$ cat config.mk
export PLATFORM = sky130hd
export DESIGN_NAME = uart_tx_mmio_flat
export DESIGN_NICKNAME = d
export VERILOG_FILES = /design/src/rtl/uart_tx_mmio_pkg.sv /design/src/rtl/uart_tx_mmio_if.sv /design/src/rtl/uart_tx_mmio_sync_fifo.sv /design/src/rtl/uart_tx_mmio.sv /design/src/flat_wrapper.sv
export SDC_FILE = /design/constraint.sdc
export NUM_CORES = 1
export LEC_CHECK = 0
export CAP_MARGIN = 20
export CORE_UTILIZATION = 48
export CTS_BUF_LIST = sky130_fd_sc_hd__clkbuf_8
export CTS_CLUSTER_SIZE = 14
export DETAILED_ROUTE_END_ITERATION = 7
export HOLD_SLACK_MARGIN = 0.03
export PLACE_DENSITY = 0.79
export SLEW_MARGIN = 20
export SYNTH_ARGS = -nofsm -noshare
export SYNTH_HDL_FRONTEND = slang
export SYNTH_SLANG_ARGS = --single-unit
$ cat constraint.sdc
create_clock -name clk -period 2.5 [get_ports clk]
set_input_delay 0.375 -clock clk [delete_from_list [all_inputs] [get_ports clk]]
set_output_delay 0.375 -clock clk [all_outputs]
set_load 0.05 [all_outputs]
$ cat src/rtl/uart_tx_mmio_pkg.sv
// Shared definitions for the memory-mapped UART transmitter: register map,
// access-size codes, STATUS bit positions and the serialiser state type.
package uart_tx_mmio_pkg;

    // Register select is addr[4:3]
    localparam logic [1:0] REG_TXDATA = 2'd0;
    localparam logic [1:0] REG_STATUS = 2'd1;
    localparam logic [1:0] REG_DIV    = 2'd2;
    localparam logic [1:0] REG_NONE   = 2'd3;

    localparam logic [1:0] SZ_B = 2'b00;
    localparam logic [1:0] SZ_H = 2'b01;
    localparam logic [1:0] SZ_W = 2'b10;
    localparam logic [1:0] SZ_D = 2'b11;

    localparam int unsigned ST_FULL      = 0;
    localparam int unsigned ST_EMPTY     = 1;
    localparam int unsigned ST_BUSY      = 2;
    localparam int unsigned ST_OVF       = 3;
    localparam int unsigned ST_COUNT_LSB = 8;

    typedef enum logic [1:0] {
        TX_IDLE,
        TX_START,
        TX_DATA,
        TX_STOP
    } tx_state_e;

    // A programmed divisor of zero behaves as one clock per bit
    function automatic logic [15:0] eff_div(input logic [15:0] div);
        return (div == '0) ? 16'd1 : div;
    endfunction

endpackage

$ cat src/rtl/uart_tx_mmio_if.sv
// CPU data-bus slice seen by the UART: decoded select, offset, direction,
// access size, write data and combinational read data.
interface uart_tx_mmio_if;
    logic        sel;
    logic [4:0]  addr;
    logic        rw;
    logic [1:0]  word;
    logic [63:0] wdata;
    logic [63:0] rdata;

    modport master (
        output sel, addr, rw, word, wdata,
        input  rdata
    );

    modport slave (
        input  sel, addr, rw, word, wdata,
        output rdata
    );
endinterface

$ cat src/rtl/uart_tx_mmio_sync_fifo.sv
// Synchronous FIFO with unregistered head output; the caller guarantees push
// only when not full (or when popping) and pop only when not empty.
module sync_fifo #(
    parameter int unsigned WIDTH = 8,
    parameter int unsigned DEPTH = 8
) (
    input  logic                       clk,
    input  logic                       rst,
    input  logic                       push,
    input  logic                       pop,
    input  logic [WIDTH-1:0]           wdata,
    output logic [WIDTH-1:0]           rdata,
    output logic                       full,
    output logic                       empty,
    output logic [$clog2(DEPTH):0]     count
);

    localparam int unsigned PW = $clog2(DEPTH);
    localparam int unsigned CW = PW + 1;

    logic [WIDTH-1:0] mem_q [DEPTH];
    logic [PW-1:0]    wr_ptr_q, wr_ptr_d;
    logic [PW-1:0]    rd_ptr_q, rd_ptr_d;
    logic [CW-1:0]    count_q,  count_d;

    always_comb begin
        wr_ptr_d = wr_ptr_q;
        rd_ptr_d = rd_ptr_q;
        count_d  = count_q;
        if (push) wr_ptr_d = wr_ptr_q + 1'b1;
        if (pop)  rd_ptr_d = rd_ptr_q + 1'b1;
        unique case ({push, pop})
            2'b10:   count_d = count_q + 1'b1;
            2'b01:   count_d = count_q - 1'b1;
            default: count_d = count_q;
        endcase
    end

    always_ff @(posedge clk or posedge rst) begin
        if (rst) begin
            wr_ptr_q <= '0;
            rd_ptr_q <= '0;
            count_q  <= '0;
        end else begin
            wr_ptr_q <= wr_ptr_d;
            rd_ptr_q <= rd_ptr_d;
            count_q  <= count_d;
        end
    end

    // Storage needs no reset; validity is tracked by count_q
    always_ff @(posedge clk) begin
        if (push) mem_q[wr_ptr_q] <= wdata;
    end

    assign rdata = mem_q[rd_ptr_q];
    assign full  = (count_q == CW'(DEPTH));
    assign empty = (count_q == '0);
    assign count = count_q;

endmodule

$ cat src/rtl/uart_tx_mmio.sv
// Memory-mapped 8N1 UART transmitter: bus decode, STATUS/DIV registers,
// bit timer and serialiser FSM draining a TX FIFO onto txd.
module uart_tx_mmio
    import uart_tx_mmio_pkg::*;
#(
    parameter int unsigned FIFO_DEPTH  = 8,
    parameter int unsigned DEFAULT_DIV = 434
) (
    input  logic          clk,
    input  logic          rst,
    uart_tx_mmio_if.slave bus,
    output logic          txd,
    output logic          irq
);

    localparam int unsigned CW = $clog2(FIFO_DEPTH) + 1;

    logic [1:0]    reg_sel;
    logic          wr_en;
    logic          push_req;
    logic          status_wr;
    logic          div_wr;
    logic          fifo_push;
    logic          fifo_pop;
    logic          fifo_full;
    logic          fifo_empty;
    logic [7:0]    fifo_rdata;
    logic [CW-1:0] fifo_count;
    logic          overflow;
    logic [15:0]   bit_load;

    tx_state_e     state_q, state_d;
    logic [15:0]   timer_q, timer_d;
    logic [2:0]    idx_q,   idx_d;
    logic [7:0]    shift_q, shift_d;
    logic          txd_q,   txd_d;
    logic          ovf_q,   ovf_d;
    logic [15:0]   div_q,   div_d;

    logic          unused_bus;
    assign unused_bus = ^{bus.wdata[63:16], bus.addr[2:0]};

    assign reg_sel   = bus.addr[4:3];
    assign wr_en     = bus.sel && bus.rw;
    assign push_req  = wr_en && (reg_sel == REG_TXDATA);
    assign status_wr = wr_en && (reg_sel == REG_STATUS);
    assign div_wr    = wr_en && (reg_sel == REG_DIV);

    // A full FIFO still accepts a byte when the serialiser frees a slot this cycle
    assign fifo_pop  = (state_q == TX_IDLE) && !fifo_empty;
    assign fifo_push = push_req && (!fifo_full || fifo_pop);
    assign overflow  = push_req && !fifo_push;

    sync_fifo #(
        .WIDTH (8),
        .DEPTH (FIFO_DEPTH)
    ) u_fifo (
        .clk   (clk),
        .rst   (rst),
        .push  (fifo_push),
        .pop   (fifo_pop),
        .wdata (bus.wdata[7:0]),
        .rdata (fifo_rdata),
        .full  (fifo_full),
        .empty (fifo_empty),
        .count (fifo_count)
    );

    always_comb begin
        ovf_d = ovf_q;
        if (status_wr) ovf_d = 1'b0;
        if (overflow)  ovf_d = 1'b1;

        div_d = div_q;
        if (div_wr) begin
            if (bus.word == SZ_B) div_d = {div_q[15:8], bus.wdata[7:0]};
            else                  div_d = bus.wdata[15:0];
        end
    end

    // Reloaded only on bit boundaries, so a DIV write never stretches the current bit
    assign bit_load = eff_div(div_q) - 16'd1;

    always_comb begin
        state_d = state_q;
        timer_d = timer_q;
        idx_d   = idx_q;
        shift_d = shift_q;
        unique case (state_q)
            TX_IDLE: begin
                if (!fifo_empty) begin
                    shift_d = fifo_rdata;
                    timer_d = bit_load;
                    state_d = TX_START;
                end
            end
            TX_START: begin
                if (timer_q == '0) begin
                    timer_d = bit_load;
                    idx_d   = '0;
                    state_d = TX_DATA;
                end else begin
                    timer_d = timer_q - 16'd1;
                end
            end
            TX_DATA: begin
                if (timer_q == '0) begin
                    timer_d = bit_load;
                    shift_d = {1'b0, shift_q[7:1]};
                    if (idx_q == 3'd7) state_d = TX_STOP;
                    else               idx_d   = idx_q + 3'd1;
                end else begin
                    timer_d = timer_q - 16'd1;
                end
            end
            TX_STOP: begin
                if (timer_q == '0) state_d = TX_IDLE;
                else               timer_d = timer_q - 16'd1;
            end
            default: state_d = TX_IDLE;
        endcase

        // Line level registered from next state so txd lines up with state_q
        unique case (state_d)
            TX_START: txd_d = 1'b0;
            TX_DATA:  txd_d = shift_d[0];
            default:  txd_d = 1'b1;
        endcase
    end

    always_ff @(posedge clk or posedge rst) begin
        if (rst) begin
            state_q <= TX_IDLE;
            timer_q <= '0;
            idx_q   <= '0;
            shift_q <= '0;
            txd_q   <= 1'b1;
            ovf_q   <= 1'b0;
            div_q   <= 16'(DEFAULT_DIV);
        end else begin
            state_q <= state_d;
            timer_q <= timer_d;
            idx_q   <= idx_d;
            shift_q <= shift_d;
            txd_q   <= txd_d;
            ovf_q   <= ovf_d;
            div_q   <= div_d;
        end
    end

    assign txd = txd_q;
    assign irq = fifo_empty && (state_q == TX_IDLE);

    always_comb begin
        bus.rdata = '0;
        if (bus.sel && !bus.rw) begin
            unique case (reg_sel)
                REG_STATUS: begin
                    bus.rdata[ST_FULL]                = fifo_full;
                    bus.rdata[ST_EMPTY]               = fifo_empty;
                    bus.rdata[ST_BUSY]                = (state_q != TX_IDLE);
                    bus.rdata[ST_OVF]                 = ovf_q;
                    bus.rdata[ST_COUNT_LSB +: 8]      = 8'(fifo_count);
                end
                REG_DIV:  bus.rdata[15:0] = div_q;
                default:  bus.rdata = '0;
            endcase
        end
    end

endmodule
$ cat src/flat_wrapper.sv
// flat-port wrapper written by rule: the top's interface ports become plain ports
module uart_tx_mmio_flat import uart_tx_mmio_pkg::*;
#(
    parameter int unsigned FIFO_DEPTH  = 8,
    parameter int unsigned DEFAULT_DIV = 434
)
  (clk, rst, txd, irq, bus_sel, bus_addr, bus_rw, bus_word, bus_wdata, bus_rdata);
  uart_tx_mmio_if bus_i ();
  input  logic clk;
  input  logic rst;
  output logic txd;
  output logic irq;
  input wire logic [$bits(bus_i.sel)-1:0] bus_sel;
  input wire logic [$bits(bus_i.addr)-1:0] bus_addr;
  input wire logic [$bits(bus_i.rw)-1:0] bus_rw;
  input wire logic [$bits(bus_i.word)-1:0] bus_word;
  input wire logic [$bits(bus_i.wdata)-1:0] bus_wdata;
  output wire logic [$bits(bus_i.rdata)-1:0] bus_rdata;
  assign bus_i.sel = bus_sel;
  assign bus_i.addr = bus_addr;
  assign bus_i.rw = bus_rw;
  assign bus_i.word = bus_word;
  assign bus_i.wdata = bus_wdata;
  assign bus_rdata = bus_i.rdata;
  uart_tx_mmio #(.FIFO_DEPTH(FIFO_DEPTH), .DEFAULT_DIV(DEFAULT_DIV)) u_core (.clk(clk), .rst(rst), .bus(bus_i), .txd(txd), .irq(irq));
endmodule
==> flow_metrics.env <==
export IMPL_cts_path_max_buffers=2
export IMPL_coreArea_um2=12800
export IMPL_cp_slowest_cell="or4_4"
export IMPL_ant_nets=0
export IMPL_synthCells=532
export IMPL_area_growth_pct=23.2
export IMPL_fin_skew_ps=10.2
export IMPL_setup_viol=4
export IMPL_status="complete, but fails checks"
export IMPL_netlist_top_cell_by_area="edfxtp_1"
export IMPL_synth_fa_ha_area_frac=0.0345
export IMPL_yosys_top_cells_area="edfxtp_1 30%, dfrtp_1 20%, buf_4 5.6%, mux4_2 5.3%, mux2_2 3.2%"
export IMPL_grt_first_pass_wirelength_um=22800
export IMPL_antennaDiodeCount=0
export IMPL_finalCriticalPeriod_ps=2620
export IMPL_cp_data_arrival_time_ps=2950
export IMPL_vias=4484
export IMPL_final_fill_count=950
export IMPL_path_clk_slew_ps=80
export IMPL_syn_area_um2=6380
export IMPL_num_io_pins=141
export IMPL_setup_worst_path_start_class="flop"
export IMPL_wl_per_cell_um=17.1
export IMPL_clock_sinks=121
export IMPL_synth_edff_count=64
export IMPL_muxShareOfSynthArea=0.102
export IMPL_fp_row_count=41
export IMPL_finalNetCount=726
export IMPL_ys_types=61
export IMPL_cts_tree="built"
export IMPL_synth_common_cells="64 x edfxtp_1, 51 x dfrtp_1, 48 x buf_4, 38 x nand2_1, 36 x o21ai_0"
export IMPL_place_congestion=0.883
export IMPL_tns_ps=-282
export IMPL_yosys_area_top_type_share=0.301
export IMPL_clock_latency_ps=440
export IMPL_async_flop_share=0.471
export IMPL_synth_top_family_by_area="simple AND/OR/NAND/NOR gates"
export IMPL_die_h_um=117
export IMPL_yosys_warnings=0
export IMPL_hpwlAfterDp_um=10100
export IMPL_hold_path_class="in2async"
export IMPL_finalMaxSlewViolations=0
export IMPL_antenna_found_initial=0
export IMPL_die_area_um2=13800
export IMPL_placed_cell_area_um2=7380
export IMPL_grt_max_degree=34
export IMPL_drive_gt1_frac=0.275
export IMPL_initial_utilization=0.500
export IMPL_dp_slack_ps=-185
export IMPL_violations="setup timing"
export IMPL_cpPeakStageDelay_ps=550
export IMPL_leakage_uw=0.00315
export IMPL_grt_overflow=0
export IMPL_fmax_mhz=382
export IMPL_peakVddDrop_v=0.000623
export IMPL_syn_area_per_cell_um2=12.0
export IMPL_min_period_over_period=1.05
export IMPL_cts_buffers=17
export IMPL_finish_instance_area_um2=7870
export IMPL_grt_total_usage=0.212
export IMPL_htreeDepth=4
export IMPL_hold_worst_slack_ps=316
export IMPL_holdBufCountCts=0
export IMPL_synthFlopType="edfxtp_1"
export IMPL_worstMarginPinSlew_ps=681
export IMPL_cp_data_required_time_ps=2830
export IMPL_yosysSeqAreaShare=0.526
export IMPL_drtIter0Drc=306
export IMPL_drc=0
export IMPL_finalWirelength_um=14000
export IMPL_path_class="reg2reg"
export IMPL_synth_seq_cells=121
export IMPL_cts_root_buffer="clkbuf_8"
export IMPL_yosysMostFrequentCell="edfxtp_1"
export IMPL_setup_ws_ps=-117
export IMPL_die_w_um=117
export IMPL_synth_compound_area_frac=0.105
export IMPL_slew_headroom=0.545
export IMPL_crit_fanout=3
export IMPL_p_per_area_nw_per_um2=1090
export IMPL_grt_pass1_vias=4434
export IMPL_drt_pass1_iter_count=5
export IMPL_worstSetupEndpointType="flop"
export IMPL_yosys_area_share_simple=0.125
export IMPL_cp_cell_sequence="or4_4 -> nor4_4 -> nor2b_4 -> a31oi_4 -> ha_2 -> nand2_2 -> nor2_1 -> xnor2_1 -> o32ai_1 -> a22o_1"
export IMPL_viasPerCell=5.47
export IMPL_hold_viol_final=0
export IMPL_rsz0062_at_grt="yes"
export IMPL_io_buffers=41
export IMPL_cap_violations=0
export IMPL_synth_xor_area_share=0.0274
==> report_power, final <==
part	internal [uW]	leakage (uW)	total [uW]	switching (uW)
Combinational	1750	0.00168	3850	2100
Clock	906	0.000202	1770	862
Sequential	2510	0.00127	2920	413
==> per-stage QoR <==
stage	total power [uW]	cells	utilization
final	8540	819	0.616
after global routing	9060	819	0.616
after CTS	8430	815	0.609
after detailed placement	6640	783	0.578
after global placement	6440	783	0.578
after floorplan	5530	579	-
==> cells in the final DEF, fill, tap and decap left out, types with 11 or more instances in the layout <==
cell type        instances
edfxtp_1                64
buf_4                   60
dfrtp_1                 49
conb_1                  48
nand2_1                 37
o21ai_0                 36
nor2_1                  28
clkdlybuf4s50_1         24
inv_1                   18
mux2_2                  18
buf_12                  18
clkbuf_8                17
mux4_2                  15
a21oi_1                 15
nor3_1                  15
ha_1                    14
xnor2_1                 13
mux2i_1                 11
==> critical path, delay by kind of cell (launching register included) <==
| family | cells | cell delay (ps) |
|---|---|---|
| AND/OR/NAND/NOR | 5 | 1190 |
| XOR/XNOR | 1 | 270 |
| AO/OA/AOI/OAI | 3 | 470 |
| flip-flops | 1 | 370 |
| adder cells (fa/ha/maj) | 1 | 220 |
==> state kept, by name, indices dropped and copies added (netlist names) <==
name,cells
u_core.u_fifo.mem_q,64
u_core.idx_q,3
u_core.shift_q,8
u_core.div_q,16
u_core.timer_q,16
u_core.txd,1
u_core.u_fifo.rd_ptr_q,3
u_core.u_fifo.count,4
u_core.ovf_q,1
u_core.u_fifo.wr_ptr_q,3
u_core.state_q,2
==> cell type report <==
class | count | area [um2] | area share
sequential | 121 | 3360 | 0.427
multi-input combinational | 372 | 2770 | 0.352
timing repair buffer | 102 | 1050 | 0.134
clock buffer | 17 | 234 | 0.0297
tap | 172 | 215 | 0.0274
clock inverter | 15 | 163 | 0.0207
inverter | 20 | 75.1 | 0.00954
==> worst paths after layout <==
path	from	endpoint	slack (ps)	cells after the start
worst max-delay path	u_core.div_q[7]	u_core.timer_q[6]	-120	10
worst min-delay path	rst	u_core.div_q[12]	320	2
worst max register to register	u_core.div_q[7]	u_core.timer_q[6]	-120	10
worst min register to register	u_core.ovf_q	u_core.ovf_q	500	2
max in group asynchronous	rst	u_core.txd	1550	3
min in group clk	u_core.ovf_q	u_core.ovf_q	500	2
==> repair_timing <==
action | CTS | global route
pin swaps | 3 | 9
setup buffers | 0 | 4
resized for setup | 1 | 13
hold endpoints to repair | 0 | 0
endpoints found under the setup margin | 4 | 6
==> per-layer routing <==
layer / wire (um) / track usage / vias to the layer above / part of all wire
li1: - / - / 2077 / -
met4: 335 / 0.0901 / 0 / 0.024
met2: 7000 / 0.355 / 171 / 0.50
met1: 5990 / 0.272 / 2209 / 0.43
met3: 660 / 0.0370 / 27 / 0.047
met5: 0 / 0 / - / 0
==> cell families after synthesis <==
group,Yosys count
muxes,44
AOI/OAI and AO/OA,101
adders and majority gates,17
other,1
buffers and inverters,86
DFF,121
xor gates and xnor gates,20
and+or+nand+nor,142
Note: power is estimated with default switching activity, not from simulation.
